### config.mk
export PLATFORM = sky130hd
export DESIGN_NAME = set_cmd_scheduler
export DESIGN_NICKNAME = d
export VERILOG_FILES = /design/src/rtl/set_cmd_scheduler.sv
export SDC_FILE = /design/constraint.sdc
export NUM_CORES = 1
export LEC_CHECK = 0
export ABC_AREA = 1
export CORE_ASPECT_RATIO = 1.2
export CORE_UTILIZATION = 55
export DETAILED_ROUTE_END_ITERATION = 10
export GPL_ROUTABILITY_DRIVEN = 1
export PLACE_DENSITY = 0.87
export SYNTH_ARGS = -nofsm -noshare
export SYNTH_HDL_FRONTEND = slang
export SYNTH_SLANG_ARGS = --single-unit
### constraint.sdc
create_clock -name clk -period 2.65 [get_ports clk]
set_input_delay 0.3975 -clock clk [delete_from_list [all_inputs] [get_ports clk]]
set_output_delay 0.3975 -clock clk [all_outputs]
set_load 0.005 [all_outputs]
### src/rtl/set_cmd_scheduler.sv
// set_cmd_scheduler: round-robin arbiter, in-order command FIFO and delay
// sequencer that turns timed SET commands into one-cycle write strobes for
// the SET register bank.
module set_cmd_scheduler #(
  parameter  int REQ_NB     = 2,
  parameter  int SET_SIZE   = 5,
  parameter  int SET_WIDTH  = 32,
  parameter  int DLY_WIDTH  = 16,
  parameter  int FIFO_DEPTH = 4,
  localparam int IDX_W      = (SET_SIZE > 1) ? $clog2(SET_SIZE) : 1,
  localparam int LVL_W      = $clog2(FIFO_DEPTH) + 1
) (
  input  logic                                clk,
  input  logic                                rst_n,
  input  logic [REQ_NB-1:0]                   i_req_valid,
  output logic [REQ_NB-1:0]                   o_req_ready,
  input  logic [REQ_NB-1:0][IDX_W-1:0]        i_req_idx,
  input  logic [REQ_NB-1:0][SET_WIDTH-1:0]    i_req_data,
  input  logic [REQ_NB-1:0][DLY_WIDTH-1:0]    i_req_dly,
  input  logic                                i_flush,
  output logic                                o_set_wr,
  output logic [IDX_W-1:0]                    o_set_idx,
  output logic [SET_WIDTH-1:0]                o_set_data,
  output logic [LVL_W-1:0]                    o_fifo_level,
  output logic                                o_busy,
  output logic                                o_err
);

  localparam int RR_W    = (REQ_NB > 1) ? $clog2(REQ_NB) : 1;
  localparam int PTR_W   = $clog2(FIFO_DEPTH);
  localparam int ENTRY_W = IDX_W + SET_WIDTH + DLY_WIDTH;

  typedef enum logic [1:0] {
    ST_IDLE  = 2'd0,
    ST_WAIT  = 2'd1,
    ST_ISSUE = 2'd2
  } state_t;

  // Arbitration
  logic [RR_W-1:0]      rr_r;
  logic [RR_W-1:0]      gnt_idx_s;
  logic                 gnt_vld_s;
  logic [REQ_NB-1:0]    gnt_oh_s;
  logic                 accept_s;
  logic [IDX_W-1:0]     sel_idx_s;
  logic [SET_WIDTH-1:0] sel_data_s;
  logic [DLY_WIDTH-1:0] sel_dly_s;
  logic                 idx_ok_s;
  logic                 push_s;

  // FIFO
  logic [ENTRY_W-1:0]   fifo_mem_r [FIFO_DEPTH];
  logic [PTR_W-1:0]     wr_ptr_r;
  logic [PTR_W-1:0]     rd_ptr_r;
  logic [LVL_W-1:0]     level_r;
  logic                 full_s;
  logic                 empty_s;
  logic                 pop_s;
  logic [IDX_W-1:0]     head_idx_s;
  logic [SET_WIDTH-1:0] head_data_s;
  logic [DLY_WIDTH-1:0] head_dly_s;

  // Sequencer
  state_t               state_r;
  logic [DLY_WIDTH-1:0] cnt_r;
  logic [IDX_W-1:0]     wk_idx_r;
  logic [SET_WIDTH-1:0] wk_data_r;
  logic                 err_r;

  // Round-robin search: first valid source at or above the pointer, then wrap to the bottom.
  always_comb begin
    gnt_vld_s = 1'b0;
    gnt_idx_s = '0;
    for (int j = 0; j < REQ_NB; j++) begin
      if (!gnt_vld_s && i_req_valid[j] && (j >= int'(rr_r))) begin
        gnt_vld_s = 1'b1;
        gnt_idx_s = RR_W'(j);
      end else begin
        gnt_vld_s = gnt_vld_s;
      end
    end
    for (int j = 0; j < REQ_NB; j++) begin
      if (!gnt_vld_s && i_req_valid[j]) begin
        gnt_vld_s = 1'b1;
        gnt_idx_s = RR_W'(j);
      end else begin
        gnt_vld_s = gnt_vld_s;
      end
    end
  end

  // One-hot view of the grant used to build the per-source ready vector.
  always_comb begin
    gnt_oh_s = '0;
    for (int j = 0; j < REQ_NB; j++) begin
      gnt_oh_s[j] = gnt_vld_s && (gnt_idx_s == RR_W'(j));
    end
  end

  assign full_s      = (level_r == LVL_W'(FIFO_DEPTH));
  assign empty_s     = (level_r == {LVL_W{1'b0}});
  // Ready looks only at the registered level, never at a same-cycle pop.
  assign o_req_ready = gnt_oh_s & {REQ_NB{~full_s & ~i_flush}};
  assign accept_s    = gnt_vld_s & ~full_s & ~i_flush;

  assign sel_idx_s   = i_req_idx[gnt_idx_s];
  assign sel_data_s  = i_req_data[gnt_idx_s];
  assign sel_dly_s   = i_req_dly[gnt_idx_s];
  // Extra MSB keeps the compare correct when SET_SIZE is a power of two.
  assign idx_ok_s    = ({1'b0, sel_idx_s} < (IDX_W + 1)'(SET_SIZE));
  assign push_s      = accept_s & idx_ok_s;

  assign pop_s       = (state_r == ST_IDLE) & ~empty_s & ~i_flush;
  assign {head_idx_s, head_data_s, head_dly_s} = fifo_mem_r[rd_ptr_r];

  assign o_fifo_level = level_r;
  assign o_busy       = ~empty_s | (state_r != ST_IDLE);
  assign o_err        = err_r;

  // Round-robin pointer advance on a transfer and sticky bad-index flag.
  always_ff @(posedge clk or negedge rst_n) begin
    if (!rst_n) begin
      rr_r  <= '0;
      err_r <= 1'b0;
    end else begin
      if (accept_s) begin
        rr_r <= (gnt_idx_s == RR_W'(REQ_NB - 1)) ? '0 : gnt_idx_s + RR_W'(1);
      end else begin
        rr_r <= rr_r;
      end
      if (accept_s && !idx_ok_s) begin
        err_r <= 1'b1;
      end else begin
        err_r <= err_r;
      end
    end
  end

  // Command FIFO storage, pointers and occupancy; flush empties it.
  always_ff @(posedge clk or negedge rst_n) begin
    if (!rst_n) begin
      for (int k = 0; k < FIFO_DEPTH; k++) begin
        fifo_mem_r[k] <= '0;
      end
      wr_ptr_r <= '0;
      rd_ptr_r <= '0;
      level_r  <= '0;
    end else if (i_flush) begin
      wr_ptr_r <= '0;
      rd_ptr_r <= '0;
      level_r  <= '0;
    end else begin
      if (push_s) begin
        fifo_mem_r[wr_ptr_r] <= {sel_idx_s, sel_data_s, sel_dly_s};
        wr_ptr_r             <= wr_ptr_r + PTR_W'(1);
      end
      if (pop_s) begin
        rd_ptr_r <= rd_ptr_r + PTR_W'(1);
      end
      case ({push_s, pop_s})
        2'b10:   level_r <= level_r + LVL_W'(1);
        2'b01:   level_r <= level_r - LVL_W'(1);
        default: level_r <= level_r;
      endcase
    end
  end

  // Sequencer: pop head, count down its delay, then raise a one-cycle registered strobe.
  always_ff @(posedge clk or negedge rst_n) begin
    if (!rst_n) begin
      state_r    <= ST_IDLE;
      cnt_r      <= '0;
      wk_idx_r   <= '0;
      wk_data_r  <= '0;
      o_set_wr   <= 1'b0;
      o_set_idx  <= '0;
      o_set_data <= '0;
    end else if (i_flush) begin
      // idx/data keep their last issued value; only the strobe and state clear.
      state_r  <= ST_IDLE;
      cnt_r    <= '0;
      o_set_wr <= 1'b0;
    end else begin
      case (state_r)
        ST_IDLE: begin
          o_set_wr <= 1'b0;
          if (!empty_s) begin
            wk_idx_r  <= head_idx_s;
            wk_data_r <= head_data_s;
            cnt_r     <= head_dly_s;
            if (head_dly_s == {DLY_WIDTH{1'b0}}) begin
              state_r    <= ST_ISSUE;
              o_set_wr   <= 1'b1;
              o_set_idx  <= head_idx_s;
              o_set_data <= head_data_s;
            end else begin
              state_r <= ST_WAIT;
            end
          end else begin
            state_r <= ST_IDLE;
          end
        end
        ST_WAIT: begin
          // A zero count cannot occur here; treating it like 1 keeps the counter from wrapping.
          if (cnt_r <= DLY_WIDTH'(1)) begin
            state_r    <= ST_ISSUE;
            cnt_r      <= '0;
            o_set_wr   <= 1'b1;
            o_set_idx  <= wk_idx_r;
            o_set_data <= wk_data_r;
          end else begin
            cnt_r    <= cnt_r - DLY_WIDTH'(1);
            o_set_wr <= 1'b0;
          end
        end
        ST_ISSUE: begin
          state_r  <= ST_IDLE;
          o_set_wr <= 1'b0;
        end
        default: begin
          state_r  <= ST_IDLE;
          cnt_r    <= '0;
          o_set_wr <= 1'b0;
        end
      endcase
    end
  end

endmodule

==> summary.txt <==
Floorplanning
  • Core Box Area: roughly 27,000 um2
  • FP Rows: 65
  • Initial core utilization: a little under three fifths
  • Num ports: 150
  • Die ar.: about 28,000 um2
  • Die Wd: around 150 um
  • Die height: 183 um

Timing
  • Hold Worst Slack: about 440 ps
  • RSZ-0062 raised after global routing: false
  • Final Hold Viols: 0
  • Layout Skew: between 15 and 20 ps
  • Final setup vio count: 0
  • Period utilisation layout: a little over nine tenths
  • Fmax: 394 MHz
  • Worst-margin pin slew: around 680 ps
  • Crit path time final: between 2000 and 3000 ps
  • Slew Limit Fails: 0
  • Slew HR: between 50% and 60%

GRT
  • GR Overflow Total: 0
  • First-pass GRT wire length: just under 70,000 um
  • Number of global-route vias before repair: around 14,000
  • Largest net degree at the start of global routing: 86
  • Overall Global Routing Usage: 30.7%
  • Initial antenna violation count: 0

Worst setup path
  • CP Capture Type: output pin
  • Internal reg-to-reg setup slack: around 230 ps
  • Critical-path top delay cell: clkdlybuf4s50_1
  • Worst path top cell family by delay: buffers and inverters
  • CP startpoint kind: flip-flop
  • Crit path DAT: 2140 ps
  • Worst Path Buf+Inv: 4
  • Cell mode on critical path: inv_2
  • Crit path kind: flip-flop to output pin
  • CP Data Required Time: approximately 2300 ps
  • Max stage delay on crit path: about 500 ps
  • CP Max Fanout: 21
  • Crit-path cells: inv_2, nand2_1, nand2_4, inv_2, buf_4, nor2_2, clkdlybuf4s50_1

Clocking
  • Longest Clk Path Bufs: 3
  • Clock buffer count from CTS: 30
  • Setup Fix Bufs, Post-CTS: 0
  • Root buf cell: clkbuf_16
  • H-tree depth: 1
  • Worst-Skew Late Latency: ~560 ps
  • CTS tree: done
  • Reg clk slew, reported paths: ~60 ps
  • TritonCTS Sinks: about 300

Final layout
  • Layout cells sized above 1: between 6 and 7%
  • Fin nets: ~2,200
  • Area Growth Syn to Fin: 19.7%
  • ANT cells: 0
  • # fillers: between 2,000 and 2,500

Synthesis
  • Syn Area/Cell: roughly 7.5 um2
  • Cells after synthesis: approximately 2,000
  • Leading register cell type out of synthesis: dfrtp_1
  • Synthesized cell area: between 10,000 and 15,000 um2
  • Async SR Flop Fraction: 100%
  • Number of synthesized flops with an enable pin: 0
  • Syn Nets: 2,114
  • Count of different cell masters after synthesis: 31
  • Register area share after synthesis: 50.5%
  • Warnings, synthesis: 0
  • Synth Register Bits: between 300 and 400

Hold path
  • Hold/Removal Path Class: input port to async pin

Pwr
  • Sw Share: about two fifths
  • Overall Power: between 20 and 25 mW
  • Leakage: 8.92 nW
  • Clock Power Share: 20.5%
  • Peak supply drop: around 0.62 mV
  • Switching pwr: between 8 and 9 mW
  • P_int: ~12 mW
  • Power density over the cells: around 1100 nW/um2
  • Comb power frac: a little over two fifths
  • Seq pwr share: roughly 37%

Drt
  • Routed len/inst: 17.1 um
  • Via count: ~14,000
  • Routed WL: roughly 42,000 um
  • DR iter-0 viols: 1,471
  • DRT Pass-1 Iters: 9
  • Final ANT Viol Nets: 0
  • Via-to-Cell Ratio: ~5.7
  • DRC: 11

Placement
  • PortBufs: roughly 150
  • GP Congestion: approximately 0.85
  • DP Wirelength: around 27,000 um

Flow run
  • Max-cap violations: 0

Run status
  • Failing checks: design-rule violations
  • Status: complete, but fails checks
[area by class of cell]
type                       count  area [um2]  share of cell area [%]
tap                          335         419                    2.34
clock buffer                  43         901                    5.03
clock inverter                 8        68.8                   0.384
sequential                   302        7560                    42.2
inverter                      90         340                    1.90
multi-input combinational   1479        6480                    36.2
timing repair buffer         207        2150                    12.0
[synth_stat cells (2+ instances only)]
master,instances,area (um2)
dfrtp_1,302,7560
a21oi_1,20,100
nor2_1,93,349
inv_2,4,15.0
clkbuf_1,73,274
nand2_4,2,22.5
buf_2,38,190
xor2_1,8,70.1
buf_1,4,15.0
o21ai_1,2,10.0
nand2_2,3,18.8
buf_6,5,56.3
o21ai_0,369,1850
o22ai_1,32,200
nand3_1,80,400
ha_1,6,75.1
o21a_1,8,60.1
buf_4,8,60.1
o21bai_1,2,15.0
nor2_4,5,56.3
xnor2_1,3,26.3
nand2_1,841,3160
inv_1,84,315
[registers in the layout, indices dropped and copies added (netlist names)]
register,cells
wr_ptr_r,2
o_set_data,32
rr_r,1
state_r,2
fifo_mem_r,204
o_set_idx,3
o_set_wr,1
o_fifo_level,3
wk_idx_r,3
rd_ptr_r,2
o_err,1
cnt_r,16
wk_data_r,32
[power groups by stage]
stage	registers, mW	logic, mW	clock network (mW)
global placement	7.47	8.18	0
global route	7.74	9.81	4.43
CTS	7.52	8.65	4.24
detailed placement	7.57	8.54	0
floorplan	7.32	5.79	0
finish	7.54	8.78	4.22
[cells by family after synthesis]
kind of cell    count (synthesis)  synth area share (%)
buf+inv                       219                  6.29
fa+ha+maj                       7                 0.636
compound gates                434                  15.0
flops                         302                  50.5
simple gates                 1027                  26.9
xor+xnor                       11                 0.644
[worst register-to-register path, stage by stage, from the launching register on]
cell and delay (ps):
dfrtp_1 410, inv_2 340, nand3_1 150, nand2_1 170, nand2_1 70, nor2_1 120
nand2_1 140, o21ai_4 340, nand2_4 350, nand2_1 170, nand2_1 70
[cells in the final DEF, fill, tap and decap left out, types with 6 or more instances in the layout]
cell type / instances
o21ai_0: 369
o22ai_1: 32
clkbuf_16: 31
buf_12: 17
ha_1: 6
a21oi_1: 20
dfrtp_1: 299
buf_4: 40
clkdlybuf4s50_1: 148
xor2_1: 8
nor2_1: 91
nand2_1: 840
clkinv_2: 6
nand3_1: 80
o21a_1: 8
inv_1: 84
clkbuf_8: 8
[worst paths after layout]
kind,startpoint,endpoint,cells past startpoint
min in group clk,o_set_data[11],o_set_data[11],2
setup reg to reg,rd_ptr_r[1],o_set_data[12],10
setup / recovery,rr_r,o_req_ready[0],7
hold reg to reg,o_set_data[11],o_set_data[11],2
max in group asynchronous,rst_n,o_fifo_level[1],3
hold / removal,rst_n,o_set_data[20],2
[metrics by stage]
step	setup TNS, ps	setup WS (ps)	util, %	cells	cell area, um2
2_1_floorplan	0	268	-	2000	15000
3_3_place_gp	-122	-79.2	63.8	2412	16900
3_5_place_dp	-2050	-207	63.8	2412	16900
4_1_cts	0	44.6	67.5	2464	17900
5_1_grt	0	22.3	67.6	2464	17900
6_report	0	112	67.6	2464	17900
[metal layers]
layer	up-vias	GRT usage, %	share of wire, %	routed length (um)
met2	754	51.5	48	20400
met1	6644	39.6	39	16300
met5	-	0	0	0
met3	139	4.39	9.3	3920
met4	0	14.0	3.5	1490
li1	6605	-	-	-
[what timing repair did]
action	in CTS	in global routing
resized for setup	0	5
setup endpoints to repair	0	1
hold endpoints to repair	79	0
hold buffers	1	0
Power figures use the tool's default switching activity.
